File: config.mk
export PLATFORM = sky130hd
export DESIGN_NAME = multicycle_control_unit
export DESIGN_NICKNAME = d
export VERILOG_FILES = /design/src/rtl/multicycle_control_unit.sv
export SDC_FILE = /design/constraint.sdc
export NUM_CORES = 1
export LEC_CHECK = 0
export CAP_MARGIN = 20
export CELL_PAD_IN_SITES_DETAIL_PLACEMENT = 1
export CELL_PAD_IN_SITES_GLOBAL_PLACEMENT = 1
export CORE_AREA = 2 2 83 85
export DETAILED_ROUTE_END_ITERATION = 6
export DIE_AREA = 0 0 85 87
export HOLD_SLACK_MARGIN = 0.03
export PLACE_DENSITY_LB_ADDON = 0.1
export SETUP_SLACK_MARGIN = 0.5
export SYNTH_ARGS = -nofsm -noshare
export SYNTH_HDL_FRONTEND = slang
export SYNTH_SLANG_ARGS = --single-unit
File: constraint.sdc
create_clock -name clock -period 2.3 [get_ports clock]
set_clock_uncertainty 0.15 [all_clocks]
set_input_delay 0.345 -clock clock [delete_from_list [all_inputs] [get_ports clock]]
set_output_delay 0.345 -clock clock [all_outputs]
set_load 0.05 [all_outputs]
File: src/rtl/multicycle_control_unit.sv
// Multi-cycle LEGv8 controller: sequences fetch/decode/execute over a shared ALU,
// a unified memory port and a register bank. Traps on unsupported opcodes.
module multicycle_control_unit #(
  parameter int COUNT_WIDTH        = 32,
  parameter bit FETCH_INCREMENT_EN = 1'b1
) (
  input  logic                   clock,
  input  logic                   reset,
  input  logic                   enable,
  input  logic [10:0]            opcode,
  input  logic                   mem_ready,
  input  logic                   zero,
  output logic                   pc_write,
  output logic                   pc_write_cond,
  output logic                   pc_source,
  output logic                   i_or_d,
  output logic                   mem_read,
  output logic                   mem_write,
  output logic                   ir_write,
  output logic                   reg_to_loc,
  output logic                   reg_write,
  output logic                   mem_to_reg,
  output logic                   alu_src_a,
  output logic [1:0]             alu_src_b,
  output logic [1:0]             alu_op,
  output logic [3:0]             state,
  output logic                   trap,
  output logic [COUNT_WIDTH-1:0] retired
);

  typedef enum logic [3:0] {
    S_IDLE   = 4'd0,
    S_FETCH  = 4'd1,
    S_DECODE = 4'd2,
    S_EXEC_R = 4'd3,
    S_ADDR   = 4'd4,
    S_MEM_LD = 4'd5,
    S_MEM_ST = 4'd6,
    S_WB_R   = 4'd7,
    S_WB_LD  = 4'd8,
    S_BRANCH = 4'd9,
    S_TRAP   = 4'd15
  } state_t;

  typedef enum logic [1:0] {
    CLS_R   = 2'd0,
    CLS_LD  = 2'd1,
    CLS_ST  = 2'd2,
    CLS_CBZ = 2'd3
  } class_t;

  state_t                 r_state;
  class_t                 r_class;
  logic                   r_reg_to_loc;
  logic [COUNT_WIDTH-1:0] r_retired;

  logic   w_is_r;
  logic   w_is_ld;
  logic   w_is_st;
  logic   w_is_cbz;
  logic   w_legal;
  logic   w_reg_to_loc;
  class_t w_class;

  // The ALU zero flag is combined with pc_write_cond in the datapath, not here.
  logic w_unused_zero;
  assign w_unused_zero = zero;

  assign w_is_r   = (opcode == 11'b10001011000) || (opcode == 11'b11001011000) ||
                    (opcode == 11'b10001010000) || (opcode == 11'b10101010000);
  assign w_is_ld  = (opcode == 11'b11111000010);
  assign w_is_st  = (opcode == 11'b11111000000);
  assign w_is_cbz = (opcode[10:3] == 8'b10110100);
  assign w_legal  = w_is_r || w_is_ld || w_is_st || w_is_cbz;
  assign w_reg_to_loc = w_is_st || w_is_cbz;

  always_comb begin
    w_class = CLS_R;
    if (w_is_ld)       w_class = CLS_LD;
    else if (w_is_st)  w_class = CLS_ST;
    else if (w_is_cbz) w_class = CLS_CBZ;
  end

  always_ff @(posedge clock or posedge reset) begin
    if (reset) begin
      r_state      <= S_IDLE;
      r_class      <= CLS_R;
      r_reg_to_loc <= 1'b0;
      r_retired    <= '0;
    end else begin
      case (r_state)
        S_IDLE:   if (enable) r_state <= S_FETCH;
        S_FETCH:  if (mem_ready) r_state <= S_DECODE;
        S_DECODE: begin
          r_class      <= w_class;
          r_reg_to_loc <= w_reg_to_loc;
          if (!w_legal)                                r_state <= S_TRAP;
          else if (w_class == CLS_R)                   r_state <= S_EXEC_R;
          else if (w_class == CLS_CBZ)                 r_state <= S_BRANCH;
          else                                         r_state <= S_ADDR;
        end
        S_EXEC_R: r_state <= S_WB_R;
        S_ADDR:   r_state <= (r_class == CLS_LD) ? S_MEM_LD : S_MEM_ST;
        S_MEM_LD: if (mem_ready) r_state <= S_WB_LD;
        S_MEM_ST: begin
          if (mem_ready) begin
            r_retired <= r_retired + COUNT_WIDTH'(1);
            r_state   <= S_FETCH;
          end
        end
        S_WB_R, S_WB_LD, S_BRANCH: begin
          r_retired <= r_retired + COUNT_WIDTH'(1);
          r_state   <= S_FETCH;
        end
        S_TRAP:   r_state <= S_TRAP;
        // Unreachable encodings are treated as a fault.
        default:  r_state <= S_TRAP;
      endcase
    end
  end

  // Moore decode from the state register; only FETCH looks at mem_ready.
  always_comb begin
    pc_write      = 1'b0;
    pc_write_cond = 1'b0;
    pc_source     = 1'b0;
    i_or_d        = 1'b0;
    mem_read      = 1'b0;
    mem_write     = 1'b0;
    ir_write      = 1'b0;
    reg_to_loc    = 1'b0;
    reg_write     = 1'b0;
    mem_to_reg    = 1'b0;
    alu_src_a     = 1'b0;
    alu_src_b     = 2'b00;
    alu_op        = 2'b00;
    trap          = 1'b0;
    case (r_state)
      S_FETCH: begin
        mem_read  = 1'b1;
        alu_src_b = 2'b01;
        ir_write  = mem_ready;
        pc_write  = mem_ready & FETCH_INCREMENT_EN;
      end
      S_DECODE: begin
        alu_src_b  = 2'b11;
        reg_to_loc = w_reg_to_loc;
      end
      S_EXEC_R: begin
        alu_src_a  = 1'b1;
        alu_op     = 2'b10;
        reg_to_loc = r_reg_to_loc;
      end
      S_ADDR: begin
        alu_src_a  = 1'b1;
        alu_src_b  = 2'b10;
        reg_to_loc = r_reg_to_loc;
      end
      S_MEM_LD: begin
        mem_read   = 1'b1;
        i_or_d     = 1'b1;
        reg_to_loc = r_reg_to_loc;
      end
      S_MEM_ST: begin
        mem_write  = 1'b1;
        i_or_d     = 1'b1;
        reg_to_loc = r_reg_to_loc;
      end
      S_WB_R: begin
        reg_write  = 1'b1;
        reg_to_loc = r_reg_to_loc;
      end
      S_WB_LD: begin
        reg_write  = 1'b1;
        mem_to_reg = 1'b1;
        reg_to_loc = r_reg_to_loc;
      end
      S_BRANCH: begin
        alu_src_a     = 1'b1;
        alu_op        = 2'b01;
        pc_write_cond = 1'b1;
        pc_source     = 1'b1;
        reg_to_loc    = r_reg_to_loc;
      end
      S_TRAP:  trap = 1'b1;
      default: ;
    endcase
  end

  assign state   = r_state;
  assign retired = r_retired;

endmodule

# Yosys cells after proc, flatten, opt, wreduce, memory -nomap -nowiden
# Cells that the tools add are included.
# totals
wordCells	72
regBits	39
# op_classes
add_sub_neg	1
reduce_logical	18
n_mux	26
n_eq_ne	23
# op_table
cell	count
11-bit equality test (second input constant)	6
32-bit case mux with 2 select lines	1
32-bit by 1-bit adder with 32-bit output (second input constant)	1
32-bit 2-to-1 mux	1
4-bit case mux with 8 select lines	1
4-bit 2-to-1 mux	7
4-bit by 3-bit equality test with 1-bit output (second input constant)	4
4-bit equality test (second input constant)	3
1-bit 2-to-1 mux	9
4-bit by 2-bit equality test with 1-bit output (second input constant)	2
8-bit equality test (second input constant)	1
2-bit 2-to-1 mux	4
2-bit inequality test (second input constant)	4
1-bit logical OR	7
7-bit OR reduction	1
2-bit case mux with 3 select lines	1
2-bit OR reduction	3
3-bit OR reduction	2
4-bit by 1-bit equality test with 1-bit output (second input constant)	1
4-bit logical NOT	1
2-bit case mux with 2 select lines	1
4-bit AND reduction	1
2-bit by 1-bit equality test with 1-bit output (second input constant)	1
2-bit equality test (second input constant)	1
4 further kinds	4

# Depth between registers and ports, before layout
# Gate-level depths: netlist (run 1).
# logic_depth
depth_word	9
ltp_mapped	9

# Worst setup path before layout (run 1)
# No wires, ideal clock.
# synth_path
path_kind	reg2out
start	register r_state[0], in the netlist state[0]
end	output port pc_write
path_slack_ns	-1.537
t_arrival_ns	3.342
path_stages_with_launch	6
t_required_ns	1.805
path_buffers	3
cell_sequence	dfrtp_1 clkbuf_1 clkbuf_1 nand2_1 nor4_1 buf_4
# synth_via
elab_chain_len	2
# synth_rtl
element	line_no	text
start, declared	52	state_t r_state;
start signal, assigned	103	S_ADDR: r_state <= (r_class == CLS_LD) ? S_MEM_LD : S_MEM_ST;
4-bit by 1-bit equality test with 1-bit output	n/a	
1-bit 2-to-1 mux	n/a	
end, declared	13	output logic pc_write,
# Every way passes these cells.

# Final worst setup path (run 1)
# layout_path
start	input port opcode[4]
end	output port reg_to_loc
# layout_via
elab_chain_len	3
elab_cells_between_ends	4
cone_classes	2 x eq/ne; 1 x mux; 1 x reduce/logical
# layout_rtl
element	line_no	text
start, declared	10	input logic [10:0] opcode,
11-bit equality test or 8-bit equality test (tied branches)	72, 73	
1-bit logical OR (*)	75	assign w_reg_to_loc = w_is_st || w_is_cbz;
1-bit case mux with 2 select lines (*)	138	case (r_state)
end, declared	20	output logic reg_to_loc,
# Every way passes the cells marked *; elsewhere a longest branch is shown, timed or not.

==> results.py, run 1 <==
metrics = {
    "power_and_ir_drop": {
        "powerDensity_mw_per_mm2": 318,
        "comb_power_share_pct": 5.0,
        "cellLeakagePower_uw": 0.00214,
        "p_int_uw": 1150,
        "seqPwrFrac_pct": 46.9,
        "p_sw_uw": 308,
        "ir_drop_v": 0.000400,
        "clockPowerShare_pct": 48.1,
        "switching_share_pct": 21.1,
    },
    "setup_path": {
        "critPathKind": "primary input to output pin",
        "cp-start-kind": "primary input",
        "arrival_ns": 1.75,
        "end_kind": "output pin",
        "worst-endpoint-required_ns": 1.80,
        "crit_fanout": 3,
    },
    "timing": {
        "timing.final.crit_share_pct": 97.8,
        "final-setup-viol-count": 0,
        "timing.hold.ws_ns": 0.327,
        "layout_min_cycle_time_ns": 2.25,
        "setup_tns_ns": 0,
        "relSlewSlack_pct": 64.3,
        "worst_slew_pin_slew_ns": 0.535,
        "slew_viol_final": 0,
        "fmax_mhz": 445,
        "rsz0062_at_grt": "true",
        "hold_violations": 0,
    },
    "layout": {
        "syn2layout_area_growth_pct": 105,
        "layout.nets": 393,
        "drive_above_1_share_pct": 58.9,
        "diodes": 0,
    },
    "synthesis": {
        "synth_compound_area_share_pct": 10.3,
        "synth.area.mux_share_pct": 0.503,
        "synthFlopType": "dfrtp_1",
        "synthSimpleGateAreaFrac_pct": 26.1,
        "synthesis.area_mm2": 0.00224,
        "syn_nets": 256,
        "synth_area_leader_cell": "dfrtp_1",
        "yosysMostFrequentCell": "dfrtp_1",
        "synthTopCellsByCount": "39 x dfrtp_1, 23 x nand2_1, 22 x xnor2_1, 20 x nor2_1, 12 x nand4_1",
        "synthCells": 237,
        "synth_fa_ha_area_share_pct": 1.68,
        "synth_top_family_by_area": "simple AND/OR/NAND/NOR gates",
        "yosysSeqAreaShare_pct": 43.6,
        "synth_seq_cells": 39,
        "syn-mean-instance-area_um2": 9.44,
        "ys_warn_count": 0,
        "yosysUniqueCellTypes": 46,
        "synth_edf_count": 0,
        "yosys.area_share.xor_xnor_pct": 12.9,
        "async_flop_share_pct": 100,
        "yosys-top-cells-area": "dfrtp_1 44%, xnor2_1 8.6%, xor2_1 4.3%",
        "synth_top_area_share_pct": 43.6,
    },
    "clock_tree": {
        "root_buffer": "clkbuf_8",
        "cts_num_sinks": 39,
        "clkTransAtPathRegs_ns": 0.07,
        "cts_hold_buf": 0,
        "cts_htree_levels": 2,
        "cts_tree": "done",
        "clock_latency_ns": 0.30,
        "cts_made_buffers": 5,
        "clock_path_buffers": 2,
    },
    "floorplan": {
        "fp.coreArea_mm2": 0.00657,
        "ios": 68,
        "die_w_um": 85,
        "die_y_um": 87,
        "rows": 30,
        "start_util_pct": 34.1,
        "die_area_mm2": 0.00740,
    },
    "global_route": {
        "grt_max_degree": 40,
        "grtUsageMet3_pct": 2.94,
        "grt.total_usage_pct": 22.8,
        "use_met2_pct": 41.2,
        "grt_pass1_vias": 2386,
        "use_met1_pct": 29.3,
        "grt_pass1_wl_mm": 13.2,
        "grt_antenna_before_repair": 0,
        "busiest_layer": "met2",
        "overflow": 0,
    },
    "drt": {
        "drtPass1Iterations": 4,
        "post_drt_wl_per_cell_um": 23.3,
        "wl_mm": 10.6,
        "via_count": 2509,
        "detail_route.iter0.violations": 105,
        "antenna_left": 0,
        "post_drt_via_cell_ratio": 5.51,
        "drc": 0,
    },
    "place": {
        "dp_hpwl_mm": 4.55,
        "port_buffers": 66,
        "gp_congestion": 0.795,
    },
    "status": {
        "status": "finished clean",
    },
    "min_path": {
        "holdCritPathClass": "flop to flop",
    },
    "run": {
        "cap_violations": 0,
    },
}
==> cell usage in the layout (no fill, tap or decap), types with 3 or more instances in the layout <==
cell type	Yosys	routed
clkbuf_8	0	5
dfrtp_2	0	15
nor3_2	6	5
a31oi_1	4	3
nand2_1	23	14
nand2_4	0	4
clkdlybuf4s50_1	0	3
buf_2	1	4
o21ai_0	6	3
nor2_1	20	6
xor2_1	11	11
buf_12	0	22
nand2_8	0	3
inv_1	10	7
a21oi_1	8	5
xnor2_1	22	12
buf_8	0	3
xnor2_2	0	9
buf_4	4	48
nor3_4	0	8
nor2_2	0	3
dfrtp_1	39	24
clkbuf_2	0	7
nand3_1	11	4
buf_6	1	24
nand3_4	0	4
nor2_4	0	11
nand4_1	12	12
clkdlybuf4s15_1	0	4
dlygate4sd2_1	0	25
nand3_2	0	3
==> per-layer routing <==
layer	vias up	part of all wire [%]
met3	26	3.4
met5	-	0
li1	1116	-
met2	91	53
met1	1276	40
met4	0	3.1
==> layout make-up <==
| class | instances | area, µm² |
|---|---|---|
| Fill cell | 629 | 1980 |
| Multi-Input combinational cell | 176 | 1820 |
| Timing Repair Buffer | 142 | 1500 |
| Sequential cell | 39 | 995 |
| Tap cell | 80 | 100 |
| Clock buffer | 6 | 72.6 |
| Clock inverter | 2 | 60.1 |
| Inverter | 10 | 40.0 |
==> stage by stage <==
stage	setup WS (ns)	util, %	cells	area (µm²)	power, µW
6_report	0.0514	69.9	455	4590	1460
5_1_grt	0.0123	69.9	455	4590	1500
3_3_place_gp	-0.207	52.4	392	3440	760
3_5_place_dp	-0.257	52.4	392	3440	762
4_1_cts	0.104	63.0	431	4140	1450
2_1_floorplan	-0.0445	-	237	2530	719
==> kinds of logic (layout without fill, tap and decap cells) <==
| kind of cell | count (synthesis) | after routing |
|---|---|---|
| fa+ha+maj | 3 | 3 |
| flops | 39 | 39 |
| buf+inv | 23 | 160 |
| simple gates | 105 | 106 |
| compound gates | 33 | 33 |
| mux | 1 | 1 |
| xor+xnor | 33 | 33 |
==> worst paths after layout <==
kind | start | endpoint | slack (ns) | cells past startpoint
worst min register to register | retired[9]$_DFFE_PP0P_ | retired[9]$_DFFE_PP0P_ | 0.33 | 1
worst max-delay path | opcode[4] | reg_to_loc | 0.05 | 6
max in group asynchronous | reset | state[2]$_DFFE_PP0P_ | 1.25 | 3
worst max register to register | state[0]$_DFFE_PP0P_ | retired[19]$_DFFE_PP0P_ | 0.05 | 7
worst min-delay path | retired[9]$_DFFE_PP0P_ | retired[9]$_DFFE_PP0P_ | 0.33 | 1
min in group asynchronous | reset | retired[30]$_DFFE_PP0P_ | 0.34 | 3
==> worst max-delay path, stage by stage <==
cell,delay [ns]
clkdlybuf4s15_1,0.19
nand4b_1,0.33
o41ai_4,0.41
a22oi_2,0.13
o21ai_4,0.18
buf_12,0.16
==> power groups by stage <==
stage / Sequential (µW) / Combinational [µW] / Clock [µW]
final: 685 / 73.1 / 701
after global routing: 685 / 77.7 / 737
after CTS: 685 / 63.4 / 699
after detailed placement: 699 / 63.1 / 0
after global placement: 699 / 62.0 / 0
after floorplan: 699 / 20.1 / 0
==> registers in the layout (all words and copies together) (netlist names) <==
| name | cells |
|---|---|
| retired | 32 |
| state | 4 |
| r_class | 2 |
| r_reg_to_loc | 1 |
==> repair_timing <==
action | 4_1_cts | 5_1_grt
resized for setup | 144 | 71
setup endpoints to repair | 83 | 63
pin swaps | 40 | 35
gates cloned | 2 | 0
buffers inserted | 29 | 24
No activity file was read; power rests on OpenSTA's default activity.
==> inputs of run 2 (changes only) <==
- ABC_AREA: default -> 1
- CORE_AREA: 2 2 83 85 -> 2 2 94 96
- DIE_AREA: 0 0 85 87 -> 0 0 96 98
==> run 2 against run 1 <==
Sequential share of layout area fell by 0.80 points. Synthesized area rose by 27%. Combinational power rose to 54 times the previous value. Global-route usage fell by 0.67 points. Highest routed layer unchanged.
==> results.py, run 2 <==
metrics = {
    "status": {
        "status": "finished clean",
    },
    "timing": {
        "relSlewSlack_pct": 61.9,
        "timing.final.crit_share_pct": 90.3,
        "layout_min_cycle_time_ns": 2.08,
        "fmax_mhz": 482,
        "hold_violations": 0,
        "setup_tns_ns": 0,
        "worst_slew_pin_slew_ns": 0.571,
        "rsz0062_at_grt": "true",
        "slew_viol_final": 0,
        "final-setup-viol-count": 0,
    },
    "layout": {
        "fillers": 1037,
        "final_cell_mix": "137 x nand2_1, 52 x inv_1, 37 x buf_4, 35 x nor2_1, 34 x dfrtp_1",
        "final_common_cell": "nand2_1",
        "layout.nets": 572,
        "utilization_pct": 55.6,
        "drive_above_1_share_pct": 36.7,
        "diodes": 0,
        "largest_reg_flops": 32,
        "syn2layout_area_growth_pct": 65.3,
    },
    "setup_path": {
        "crit_end": "i_or_d",
        "critPathKind": "flop to output pin",
        "arrival_ns": 1.58,
        "worst-endpoint-required_ns": 1.80,
        "setup.reg_to_reg.worst_slack_ns": 0.32,
        "crit_fanout": 5,
        "reg2reg_to": "retired[6]$_DFFE_PP0P_",
        "r2r_cells": 9,
        "end_kind": "output pin",
        "critical_path.startpoint": "state[3]$_DFFE_PP0P_",
        "cp-start-kind": "flop",
        "r2r-start": "state[3]$_DFFE_PP0P_",
    },
    "global_route": {
        "grt_antenna_before_repair": 0,
        "overflow": 0,
        "grt_max_degree": 40,
        "grt_pass1_wl_mm": 16.5,
        "grt.total_usage_pct": 22.1,
        "grt_pass1_vias": 3333,
    },
    "power_and_ir_drop": {
        "powerDensity_mw_per_mm2": 1180,
        "cellLeakagePower_uw": 0.00233,
        "ir_drop_v": 0.000467,
    },
    "clock_tree": {
        "cts_made_buffers": 5,
        "cts_hold_buf": 0,
        "clkTransAtPathRegs_ns": 0.09,
        "cts_tree": "done",
        "root_buffer": "clkbuf_8",
        "clock_path_buffers": 2,
        "cts_htree_levels": 2,
        "cts_num_sinks": 39,
        "clock_latency_ns": 0.30,
    },
    "place": {
        "port_buffers": 66,
        "gp_congestion": 0.861,
        "dp_hpwl_mm": 6.75,
    },
    "synthesis": {
        "yosysMostFrequentCell": "nand2_1",
        "synth_seq_cells": 39,
        "yosys-top-cells-area": "dfrtp_1 34%, nand2_1 21%, inv_1 8.2%",
        "synth_area_leader_cell": "dfrtp_1",
        "ys_warn_count": 0,
        "yosysSeqAreaShare_pct": 34.3,
        "syn_nets": 450,
        "async_flop_share_pct": 100,
        "synthTopCellsByCount": "158 x nand2_1, 62 x inv_1, 52 x nor2_1, 39 x dfrtp_1, 20 x nand3_1",
        "synthesis.area_mm2": 0.00285,
        "yosysUniqueCellTypes": 29,
        "synthFlopType": "dfrtp_1",
        "synth_edf_count": 0,
        "syn-mean-instance-area_um2": 6.60,
        "synthCells": 431,
        "synth_top_area_share_pct": 34.3,
    },
    "drt": {
        "drtPass1Iterations": 4,
        "antenna_left": 0,
        "via_count": 3309,
        "post_drt_wl_per_cell_um": 17.3,
        "post_drt_via_cell_ratio": 5.01,
        "detail_route.iter0.violations": 118,
        "wl_mm": 11.4,
        "drc": 0,
    },
    "floorplan": {
        "start_util_pct": 33.6,
        "fp.coreArea_mm2": 0.00847,
        "die_y_um": 98,
        "die_area_mm2": 0.00941,
        "ios": 68,
        "die_w_um": 96,
        "rows": 34,
    },
    "min_path": {
        "holdCritPathClass": "primary input to async pin",
    },
    "run": {
        "cap_violations": 0,
    },
}
[run 2: cell types whose count changed after synthesis, moves of 5 or more]
cell	before	now
xnor2_1	22	6
nand3b_1	0	5
o21ai_0	6	13
nor2_1	20	52
inv_1	10	62
nand4_1	12	6
nand3_1	11	20
clkbuf_1	5	0
nand2_1	23	158
nor3_1	7	19
[run 2: logic make-up (layout without fill, tap and decap cells)]
logic type	after synthesis	count (layout)	synth area share, %
buffers and inverters	72	194	10.8
AOI/OAI and AO/OA	18	18	3.30
xor gates and xnor gates	23	23	7.61
DFF	39	39	34.3
adders and majority gates	3	3	1.32
and+or+nand+nor	276	276	42.7
[run 2: cell type report]
type	instances	area [µm²]	share of cell area (%)
flip-flops and latches	39	982	20.9
repair buffers	122	1240	26.4
multi-input cells	320	1960	41.6
clock inverters	1	30.0	0.638
well taps	108	135	2.87
clock buffers	6	72.6	1.54
inverters	65	284	6.04
[run 2: how the worst min path moves through the flow]
| stage | start | to | slack, ns | cells after the start |
|---|---|---|---|---|
| final | reset | retired[8]$_DFFE_PP0P_ | 0.35 | 3 |
| after global routing | r_reg_to_loc$_DFFE_PP0P_ | r_reg_to_loc$_DFFE_PP0P_ | 0.39 | 2 |
| after CTS | r_reg_to_loc$_DFFE_PP0P_ | r_reg_to_loc$_DFFE_PP0P_ | 0.35 | 2 |
| after detailed placement | r_reg_to_loc$_DFFE_PP0P_ | r_reg_to_loc$_DFFE_PP0P_ | 0.33 | 2 |
| after global placement | r_class[0]$_DFFE_PP0P_ | r_class[0]$_DFFE_PP0P_ | 0.32 | 2 |
| after floorplan | r_reg_to_loc$_DFFE_PP0P_ | r_reg_to_loc$_DFFE_PP0P_ | 0.30 | 2 |
[run 2: per-stage QoR]
step / hold slack (ns) / total power, µW / cells / instance area (µm²) / worst slack (ns)
floorplan: 0.301 / 2670 / 431 / 2910 / 0.113
global placement: 0.318 / 3560 / 608 / 3840 / 0.0767
detailed placement: 0.326 / 3610 / 608 / 3840 / 0.0566
CTS: 0.346 / 4890 / 649 / 4410 / 0.249
global route: 0.391 / 5810 / 661 / 4700 / 0.182
finish: 0.348 / 5570 / 661 / 4700 / 0.224
[run 2: per-layer routing]
metal  vias to the layer above  global-route usage [%]  part of all wire [%]
met5                         -                       0                     0
met4                         0                    4.84                   1.7
li1                       1574                       -                     -
met1                      1647                    30.6                    45
met3                        19                    2.62                   3.5
met2                        69                    36.7                    50
[run 2: timing repair]
| item | 4_1_cts | 5_1_grt |
|---|---|---|
| pin swaps | 19 | 22 |
| resized for setup | 126 | 117 |
| cloned | 2 | 2 |
| setup buffers | 32 | 10 |
| setup endpoints to repair | 87 | 71 |
[run 2: critical path: stages (launching register included)]
cell,delay (ns)
dfrtp_2,0.47
inv_2,0.10
nand2_4,0.07
nor3_4,0.24
buf_6,0.15
or2_4,0.12
buf_12,0.13
[run 2: where the power goes]
part           internal (µW)  total, µW  switching [µW]  leakage [µW]
logic                   1630       3960            2330       0.00178
clock network            319        588             269     0.0000513
registers                823       1020             199      0.000502
